`src/rtl/eaglesong_pkg.sv`:
```
// Shared types and constants for the Eaglesong nonce-search controller.
package eaglesong_pkg;

   localparam int DIGEST_BYTES    = 32;
   localparam int DIGEST_W        = 256;
   localparam int DEFAULT_NONCE_W = 64;

   typedef enum logic [2:0] {
      ST_IDLE,
      ST_START,
      ST_WAIT,
      ST_CHECK,
      ST_REPORT
   } state_t;

endpackage

```
`src/rtl/eaglesong_target_cmp.sv`:
```
// Unsigned hash <= target comparator, reduced as a tree of 32-bit slice results
// so a pipeline register can later be placed between any two tree levels.
module eaglesong_target_cmp
   import eaglesong_pkg::*;
(
   input  logic [DIGEST_W-1:0] hash,
   input  logic [DIGEST_W-1:0] target,
   output logic                le
);

   localparam int SLICE_W = 32;
   localparam int NS      = DIGEST_W / SLICE_W;

   logic [NS-1:0]   lt0, eq0;
   logic [NS/2-1:0] lt1, eq1;
   logic [NS/4-1:0] lt2, eq2;
   logic            lt3, eq3;

   generate
      for (genvar gi = 0; gi < NS; gi++) begin : g_slice
         assign lt0[gi] = hash[gi*SLICE_W +: SLICE_W] <  target[gi*SLICE_W +: SLICE_W];
         assign eq0[gi] = hash[gi*SLICE_W +: SLICE_W] == target[gi*SLICE_W +: SLICE_W];
      end
      // Each merge: the upper half decides unless it is equal.
      for (genvar gi = 0; gi < NS/2; gi++) begin : g_lvl1
         assign lt1[gi] = lt0[2*gi+1] | (eq0[2*gi+1] & lt0[2*gi]);
         assign eq1[gi] = eq0[2*gi+1] & eq0[2*gi];
      end
      for (genvar gi = 0; gi < NS/4; gi++) begin : g_lvl2
         assign lt2[gi] = lt1[2*gi+1] | (eq1[2*gi+1] & lt1[2*gi]);
         assign eq2[gi] = eq1[2*gi+1] & eq1[2*gi];
      end
   endgenerate

   assign lt3 = lt2[1] | (eq2[1] & lt2[0]);
   assign eq3 = eq2[1] & eq2[0];
   assign le  = lt3 | eq3;

endmodule

```
`src/rtl/eaglesong_nonce_search_ctrl.sv`:
```
// Drives one Eaglesong digest through a nonce range, stopping at the first
// hash that does not exceed the job target.
module eaglesong_nonce_search_ctrl
   import eaglesong_pkg::*;
#(
   parameter int NONCE_W     = DEFAULT_NONCE_W,
   parameter int TIMEOUT_CYC = 4096,
   parameter int HCNT_W      = 32
) (
   input  logic                    clk,
   input  logic                    rst,
   input  logic                    job_valid,
   output logic                    job_ready,
   input  logic [DIGEST_W-NONCE_W-1:0] job_header,
   input  logic [DIGEST_W-1:0]     job_target,
   input  logic [NONCE_W-1:0]      job_nonce_start,
   input  logic [NONCE_W-1:0]      job_nonce_count,
   input  logic                    abort,
   output logic [DIGEST_W-1:0]     dig_input_val,
   output logic [6:0]              dig_input_length_bytes,
   output logic                    dig_start_eval,
   input  logic [DIGEST_W-1:0]     dig_output_val,
   input  logic                    dig_eval_output_ready,
   output logic                    found_valid,
   input  logic                    found_ready,
   output logic [NONCE_W-1:0]      found_nonce,
   output logic [DIGEST_W-1:0]     found_hash,
   output logic                    done,
   output logic                    exhausted,
   output logic                    timeout_err,
   output logic [HCNT_W-1:0]       hashes_tried,
   output logic                    busy
);

   localparam int HDR_W = DIGEST_W - NONCE_W;
   localparam int WD_W  = $clog2(TIMEOUT_CYC + 1);
   localparam logic [WD_W-1:0]    WD_LAST   = WD_W'(TIMEOUT_CYC - 1);
   localparam logic [NONCE_W-1:0] NONCE_ONE = NONCE_W'(1);
   localparam logic [HCNT_W-1:0]  HCNT_ONE  = HCNT_W'(1);

   state_t              state_reg, state_next;
   logic [HDR_W-1:0]    header_reg;
   logic [DIGEST_W-1:0] target_reg, hash_reg, found_hash_reg;
   logic [NONCE_W-1:0]  nonce_reg, remaining_reg, found_nonce_reg;
   logic [WD_W-1:0]     watchdog_reg;
   logic [HCNT_W-1:0]   hashes_reg;
   logic                found_valid_reg, exhausted_reg, timeout_reg;
   logic                hit, accept, wd_expired, last_nonce;

   assign accept     = (state_reg == ST_IDLE) && job_valid && !abort;
   assign wd_expired = (watchdog_reg == WD_LAST);
   assign last_nonce = (remaining_reg == NONCE_ONE);

   eaglesong_target_cmp u_cmp (
      .hash   (hash_reg),
      .target (target_reg),
      .le     (hit)
   );

   always_comb begin
      state_next = state_reg;
      done       = 1'b0;
      if (abort) begin
         state_next = ST_IDLE;
      end else begin
         case (state_reg)
            ST_IDLE: begin
               if (job_valid) begin
                  if (job_nonce_count == '0) done = 1'b1;
                  else                       state_next = ST_START;
               end
            end
            ST_START: state_next = ST_WAIT;
            ST_WAIT: begin
               // Ready is only trusted here: START has already re-armed the digest.
               if (dig_eval_output_ready) begin
                  state_next = ST_CHECK;
               end else if (wd_expired) begin
                  done       = 1'b1;
                  state_next = ST_IDLE;
               end
            end
            ST_CHECK: begin
               if (hit) begin
                  state_next = ST_REPORT;
               end else if (last_nonce) begin
                  done       = 1'b1;
                  state_next = ST_IDLE;
               end else begin
                  state_next = ST_START;
               end
            end
            ST_REPORT: begin
               if (found_ready) begin
                  done       = 1'b1;
                  state_next = ST_IDLE;
               end
            end
            default: state_next = ST_IDLE;
         endcase
      end
   end

   always_ff @(posedge clk or posedge rst) begin
      if (rst) begin
         state_reg       <= ST_IDLE;
         header_reg      <= '0;
         target_reg      <= '0;
         hash_reg        <= '0;
         found_hash_reg  <= '0;
         nonce_reg       <= '0;
         remaining_reg   <= '0;
         found_nonce_reg <= '0;
         watchdog_reg    <= '0;
         hashes_reg      <= '0;
         found_valid_reg <= 1'b0;
         exhausted_reg   <= 1'b0;
         timeout_reg     <= 1'b0;
      end else begin
         state_reg <= state_next;
         if (abort) begin
            found_valid_reg <= 1'b0;
         end else begin
            case (state_reg)
               ST_IDLE: begin
                  if (accept) begin
                     header_reg    <= job_header;
                     target_reg    <= job_target;
                     nonce_reg     <= job_nonce_start;
                     remaining_reg <= job_nonce_count;
                     hashes_reg    <= '0;
                     timeout_reg   <= 1'b0;
                     exhausted_reg <= (job_nonce_count == '0);
                  end
               end
               ST_START: watchdog_reg <= '0;
               ST_WAIT: begin
                  if (dig_eval_output_ready) begin
                     hash_reg <= dig_output_val;
                     if (hashes_reg != '1) hashes_reg <= hashes_reg + HCNT_ONE;
                  end else if (wd_expired) begin
                     timeout_reg <= 1'b1;
                  end else begin
                     watchdog_reg <= watchdog_reg + WD_W'(1);
                  end
               end
               ST_CHECK: begin
                  if (hit) begin
                     found_nonce_reg <= nonce_reg;
                     found_hash_reg  <= hash_reg;
                     found_valid_reg <= 1'b1;
                  end else if (last_nonce) begin
                     exhausted_reg <= 1'b1;
                  end else begin
                     nonce_reg     <= nonce_reg + NONCE_ONE;
                     remaining_reg <= remaining_reg - NONCE_ONE;
                  end
               end
               ST_REPORT: begin
                  if (found_ready) found_valid_reg <= 1'b0;
               end
               default: ;
            endcase
         end
      end
   end

   assign job_ready              = (state_reg == ST_IDLE);
   assign busy                   = (state_reg != ST_IDLE);
   assign dig_input_val          = {header_reg, nonce_reg};
   assign dig_input_length_bytes = 7'(DIGEST_BYTES);
   assign dig_start_eval         = (state_reg == ST_START);
   assign found_valid            = found_valid_reg;
   assign found_nonce            = found_nonce_reg;
   assign found_hash             = found_hash_reg;
   assign exhausted              = exhausted_reg;
   assign timeout_err            = timeout_reg;
   assign hashes_tried           = hashes_reg;

endmodule

```
`config.mk`:
```
export PLATFORM = sky130hd
export DESIGN_NAME = eaglesong_nonce_search_ctrl
export DESIGN_NICKNAME = d
export VERILOG_FILES = /design/src/rtl/eaglesong_pkg.sv /design/src/rtl/eaglesong_target_cmp.sv /design/src/rtl/eaglesong_nonce_search_ctrl.sv
export SDC_FILE = /design/constraint.sdc
export NUM_CORES = 2
export LEC_CHECK = 0
export BUFFER_PORTS_ARGS = -buffer_cell sky130_fd_sc_hd__buf_2
export CORE_AREA = 5 5 570 572
export CTS_CLUSTER_DIAMETER = 50
export DETAILED_ROUTE_END_ITERATION = 6
export DIE_AREA = 0 0 575 577
export GPL_TIMING_DRIVEN = 0
export SETUP_SLACK_MARGIN = 0.15
export SYNTH_ARGS = -nofsm -noshare
export SYNTH_HDL_FRONTEND = slang
export SYNTH_SLANG_ARGS = --single-unit
```
`constraint.sdc`:
```
create_clock -name clk -period 38.5 [get_ports clk]
set_input_delay 1.925 -clock clk [delete_from_list [all_inputs] [get_ports clk]]
set_output_delay 1.925 -clock clk [all_outputs]
set_load 0.03 [all_outputs]
```
Word level (Yosys, flattened, before mapping)
Cells that the tools add are included.
{"block": "word_totals", "out_inout_bits": 622, "regBits": 1203, "wordCells": 142}
{"block": "classes", "magnitude_cmp": 8, "eq_ne": 29, "addsub": 4, "n_reduce_logical": 20, "n_mux": 45, "n_bitwise": 23}
{"cell": "$mux 64", "n": 6}
{"cell": "$eq 32x32->1", "n": 8}
{"cell": "$lt 32x32->1", "n": 8}
{"cell": "$pmux 64 s2", "n": 2}
{"cell": "$mux 32", "n": 3}
{"cell": "$add 64x1->64 const B", "n": 1}
{"cell": "$eq 64x1->1 const B", "n": 1}
{"cell": "$logic_not 64->1", "n": 1}
{"cell": "$pmux 32 s2", "n": 1}
{"cell": "$sub 64x1->64 const B", "n": 1}
{"cell": "$add 32x1->32 const B", "n": 1}
{"cell": "$ne 32x32->1 const B", "n": 1}
{"cell": "$mux 13", "n": 2}
{"cell": "$pmux 13 s2", "n": 1}
{"cell": "$mux 3", "n": 7}
{"cell": "$reduce_and 5->1", "n": 4}
{"cell": "$mux 1", "n": 18}
{"cell": "$ne 2x2->1 const B", "n": 8}
{"cell": "$pmux 3 s5", "n": 1}
{"cell": "$and 1x1->1", "n": 14}
{"cell": "$add 13x1->13 const B", "n": 1}
{"cell": "$eq 13x12->1 const B", "n": 1}
{"cell": "$reduce_and 3->1", "n": 4}
{"cell": "$ne 3x3->1 const B", "n": 3}
{"cell": "other kinds (16)", "n": 31}

Logic depth before layout (Yosys ltp)
{"block": "depth", "ltp_word": 11, "depth_mapped": 14, "mapped_depth_nobuf": 12}

By module
Synthesis repeated with hierarchy kept, for this count alone.
{"block": "unflattened", "hier_cells": 5472, "area_unflattened_um2": 55853.6}
{"mod": "eaglesong_nonce_search_ctrl", "seq_area_each_um2": 30103.9, "cells_each": 4560, "n_inst": 1, "area_per_inst_um2": 49419.9}
{"mod": "eaglesong_target_cmp", "seq_area_each_um2": 0.0, "cells_each": 912, "n_inst": 1, "area_per_inst_um2": 6433.7}

Worst setup path after synthesis
No wires, ideal clock.
{"block": "synth_timing", "kind": "input to output", "from": "input port job_nonce_count[61]", "to": "output port done", "required_time_ns": 36.575, "setup_slack_ns": 33.211, "path_stages": 6, "arrival_ns": 3.364, "path_buffers": 0, "cell_sequence": "nor4_1 -> nand4_1 -> nor4_1 -> a31oi_1 -> o21ai_0 -> nor2b_1"}
{"block": "synth_between", "elab_chain_cells": 5}
{"item": "start: declaration", "line_no": "eaglesong_nonce_search_ctrl.sv:17", "text": "input logic [NONCE_W-1:0] job_nonce_count,"}
{"item": "$logic_not 64->1", "line_no": "eaglesong_nonce_search_ctrl.sv:69", "text": "if (job_nonce_count == '0) done = 1'b1;"}
{"item": "$mux 1", "line_no": "eaglesong_nonce_search_ctrl.sv:69"}
{"item": "$mux 1", "line_no": "eaglesong_nonce_search_ctrl.sv:68", "text": "if (job_valid) begin"}
{"item": "$pmux 1 s4", "line_no": "eaglesong_nonce_search_ctrl.sv:66", "text": "case (state_reg)"}
{"item": "$mux 1", "line_no": "eaglesong_nonce_search_ctrl.sv:63", "text": "if (abort) begin"}
{"item": "end: declaration", "line_no": "eaglesong_nonce_search_ctrl.sv:28", "text": "output logic done,"}
No other way between the ends.

Worst setup path in the final report
{"block": "layout_timing", "from": "register hash_reg[254]", "to": "output port done"}
{"block": "layout_between", "elab_chain_cells": 9, "word_cells_on_any_way": 15, "cone_classes": "1 x order compare; 1 x eq/ne; 3 x mux; 10 x bitwise"}
{"item": "start: declaration", "line_no": "eaglesong_nonce_search_ctrl.sv:43", "text": "logic [DIGEST_W-1:0] target_reg, hash_reg, found_hash_reg;"}
{"item": "start signal: assignment", "line_no": "eaglesong_nonce_search_ctrl.sv:139", "text": "hash_reg <= dig_output_val;"}
{"item": "branches (longest 5 deep; another with $lt 32x32->1)"}
{"item": "$or 1x1->1 (*)", "line_no": "eaglesong_target_cmp.sv:37", "text": "assign le = lt3 | eq3;"}
{"item": "$mux 1 (*)", "line_no": "eaglesong_nonce_search_ctrl.sv:84", "text": "if (hit) begin"}
{"item": "$pmux 1 s4 (*)", "line_no": "eaglesong_nonce_search_ctrl.sv:66"}
{"item": "$mux 1 (*)", "line_no": "eaglesong_nonce_search_ctrl.sv:63"}
Every way passes the cells marked *.

==> results.md <==
Outcome:
- The flow ran to the end, but the final reports show violations.
- The final reports fail on capacitance limit, slew limit.

Place:
- Detailed placement finished with a half-perimeter wire length of ~270 mm.
- The number of cells in the design after placement is between 10000 and 15000.
- The placer's final routability congestion estimate is a little under 1.
- The placed cell area is roughly 0.068 sq mm.
- During placement, the flow inserted port buffers numbering around 1500.

Worst setup path:
- Data arrives at the worst endpoint at ~6.3 ns.
- The largest fanout on the critical path is 10.
- The worst reg-to-reg setup slack is around 31 ns.
- The total buffers and inverters traversed by the critical path is 2.
- The critical path goes through ha_1 > nand4_1 > nor4bb_1 > nand3_1 > nor4_2 > buf_6 > nand3_1 > o32a_1 > nand4_4 > nand2b_1 > o21ai_0 > nor2b_1 > buf_2.
- In this run the critical register-to-register path is launched from hash_reg[254].
- The reg-to-reg critical path endpoint is nonce_reg[5].
- Among the stages of the critical path, the cell type that occurs most often is nand3_1.
- For the worst flop-to-flop path, the logic depth is 11.
- The delay of the slowest critical-path stage is ~1.2 ns.
- Broken down by cell family, the worst path's largest delay share belongs to simple AND/OR/NAND/NOR gates.
- STA classifies the critical path endpoint as a primary output.
- The largest individual stage delay along the critical path comes from the cell nor4bb_1.
- The critical path is of the reg2out type.
- The worst setup path is launched from a flip-flop.
- The required time at the endpoint of the critical path is 36.58 ns.

GRT:
- The first-pass GRT wire length is 426 mm.
- The total routing usage reported by global routing is 0.186.
- Entering global routing, the biggest net connects ~130 pins.
- The via count of the first global-routing pass was a little under 50000.
- For this run the aggregate overflow at the end of global routing stands at 0.
- The initial antenna violation count is between 150 and 200.

Yosys:
- In the synthesized netlist the dominant register cell turns out to be dfrtp_1.
- Dividing the synthesized area by the synthesized cell count gives ~11 sq um.
- Synthesis produced ~5000 cells.
- The number of distinct library cell variants in the gate-level netlist after synthesis is 81.
- The top cell type's share of synthesized area is 0.549.
- The Yosys step of the flow raised 0 warnings.
- Of all cell types, the one taking the most synthesized area is dfrtp_1.
- The register bit total from synthesis is approximately 1200.
- Yosys attributes the largest share of cell area to dfrtp_1, nand2_1, mux2_2.
- The total standard cell area after synthesis is around 0.055 sq mm.
- After synthesis, the share of flip-flops with an asynchronous set or reset is 1.00.
- Counting flops with a built-in enable in the synthesized netlist gives 0.
- The proportion of synthesized chip area in sequential cells is 0.549.

Floorplanning:
- From left edge to right edge, the die measures about 580 um.
- The core outline area is around 0.32 sq mm.
- The total number of placement rows is about 210.
- For this configuration, the core starts out at a cell density of 0.171.
- The floorplan step set the die height to between 500 and 600 um.
- around 1500 I/O pins were placed.
- The die covers between 0.3 and 0.4 sq mm.

STA:
- The total negative slack is 0 ns.
- The final count of hold timing violations was 0.
- Setup violations remaining at the end of the flow were counted as 0.
- Between clock sinks in the finished design, the worst skew comes to between 0.09 and 0.1 ns.
- Setup repair after global routing left no endpoint under its margin.
- The worst slew margin relative to its limit is -0.0202.
- The max-slew violation total from the final report is 19.
- The part of the cycle the worst path needs is 0.214.
- The transition time at the pin with the least slew margin is 1.52 ns.
- Based on the critical path, the design can be clocked at up to about 120 MHz.
- The minimum clock period after layout is a little over 8 ns.

Worst hold path:
- The type of the tightest min-delay check is reg2reg.
- Along the worst hold path, the cell count comes to 2.
- The hold path startpoint is header_reg[190].
- The destination of the worst hold path is header_reg[190].

Drt:
- The number of DRC markers in iteration 0 is ~4800.
- Dividing the detail-routed wire length by the instance count gives about 29 um.
- The routed layout has roughly 50000 vias.
- The post-detailed-route via-to-cell ratio is between 4 and 5.
- For this run, the detailed router's first-pass iteration total came to 7.
- The wire length reported by the detailed router is approximately 320 mm.
- The remaining routing DRC violations is 0.
- The detail route stage leaves a number of antenna-violating nets equal to 0.

Clock tree:
- The later pin in the worst-skew pair is clocked with a latency of ~0.88 ns.
- The hold buffer count at cts is 0.
- After clock tree synthesis, the setup repair step added 0 buffers.
- In this run the number of H-tree levels came out at 4.
- The clock tree from TritonCTS is built.
- The clock-pin slew on the worst setup and hold paths is ~0.05 ns.
- The clock net in this run drives a total of around 1200 sinks.
- The number of buffers created by CTS is just under 200.
- The count of cells resized by post-cts repair is 0.
- The clock root buffer master is clkbuf_16.
- The longest clock path from root to sink contains 4 buffers.

Flow run:
- Across the run, the number of max-cap violations was 2.

Power:
- The worst ir drop on vdd is about 53 uV.
- Power spread over the standard cell area amounts to between 90 and 100 mW/mm^2.
- The leakage power total is 36.6 nW.

Finish:
- The count of cells in the finished layout, fillers not included, comes to roughly 11000.
- In the final layout, the share of cells above drive strength 1 is 0.317.
- Summing all non-filler instances in the final layout gives an area of ~0.075 sq mm.
- The library cell used most frequently in the layout, excluding fill and tap cells, is buf_2.
- At the end of the flow, the number of nets in the layout was about 8000.
- The relative area change from synthesis to final layout is 36.8%.
- The library cells used most frequently in the layout, excluding fill and tap cells, are buf_2, dfrtp_1, nand2_1, o21ai_0, mux2_2.
- The filler cell count in the final layout is approximately 35000.
==> cell usage after synthesis, types with 7 or more instances <==
master,n
o21ai_0,343
nor2_1,170
and4_1,17
buf_4,10
xor2_1,25
xnor2_1,10
clkbuf_1,191
a211oi_1,38
dfrtp_1,1203
nor4_1,59
and2_1,11
nand3b_1,8
mux2_1,256
buf_2,19
a21o_1,23
nor2b_1,12
a21boi_0,7
mux2_2,301
o31ai_1,14
a21oi_1,131
inv_1,290
o311ai_0,19
nor3_1,97
buf_1,13
a221o_1,18
a311oi_1,22
a221oi_1,7
a31oi_1,17
buf_6,23
nand2_1,1077
and3_1,47
nand3_1,92
o211ai_1,22
ha_1,261
nand4_1,99
or4_1,7
o41ai_1,11
a22oi_1,20
or3_1,26
a31o_2,10
==> final cells by class <==
| cell class | instances | area (sq um) | area share |
|---|---|---|---|
| tap | 4200 | 5260 | 0.0701 |
| multi-input combinational | 3383 | 22500 | 0.300 |
| antenna | 134 | 335 | 0.00447 |
| clock buffer | 241 | 5300 | 0.0706 |
| buffer | 256 | 1210 | 0.0162 |
| inverter | 290 | 1100 | 0.0146 |
| sequential | 1203 | 30100 | 0.402 |
| clock inverter | 114 | 1440 | 0.0191 |
| timing repair buffer | 1476 | 7750 | 0.103 |
==> routing by layer <==
metal,up-vias,global-route usage,wire length (um)
met4,52,0.111,21100
met3,806,0.0679,35200
met5,-,0,319
met1,24556,0.217,120000
met2,3126,0.293,146000
li1,21409,-,-
==> kinds of logic (layout without fill, tap and decap cells) <==
kind of cell / Yosys count / after routing / synth area share
AOI/OAI and AO/OA: 767 / 767 / 0.0870
xor gates and xnor gates: 35 / 35 / 0.00559
adders and majority gates: 261 / 261 / 0.0596
buffers and inverters: 546 / 2377 / 0.0417
DFF: 1203 / 1203 / 0.549
muxes: 562 / 562 / 0.115
other: 2 / 141 / 0.000137
and+or+nand+nor: 1751 / 1751 / 0.141
==> worst min-delay path: cells and delay by family, from the launching register on <==
kind	cells	cell delay [ns]
and+or+nand+nor	2	0.10
DFF	1	0.33
==> metrics by stage <==
| stage | power (mW) | hold slack (ns) | worst slack, ns | utilization |
|---|---|---|---|---|
| 2_1_floorplan | 3.69 | 0.452 | 2.68 | - |
| 3_3_place_gp | 4.95 | 0.456 | -13.81 | 0.211 |
| 3_5_place_dp | 4.98 | 0.456 | 30.72 | 0.212 |
| 4_1_cts | 6.85 | 0.470 | 29.72 | 0.233 |
| 5_1_grt | 7.18 | 0.493 | 29.83 | 0.234 |
| 6_report | 6.82 | 0.463 | 30.25 | 0.235 |
==> how the worst max path moves through the flow <==
| stage | start | to | slack, ns | cells past startpoint |
|---|---|---|---|---|
| finish | hash_reg[254] | done | 30.25 | 13 |
| global route | hash_reg[252] | done | 29.83 | 13 |
| CTS | hash_reg[252] | done | 29.72 | 13 |
| detailed placement | hash_reg[252] | done | 30.72 | 13 |
| global placement | rst | found_nonce[41] | -13.81 | 2 |
| floorplan | rst | exhausted | 2.68 | 1 |
==> report_power, final <==
part           leakage [nW]  total [mW]  switching (mW)  internal (mW)
sequential             15.2        2.34           0.545           1.79
combinational          18.0        2.65            1.82          0.828
clock                  3.27        1.83           0.715           1.12
Note: power is estimated with default switching activity, not from simulation.
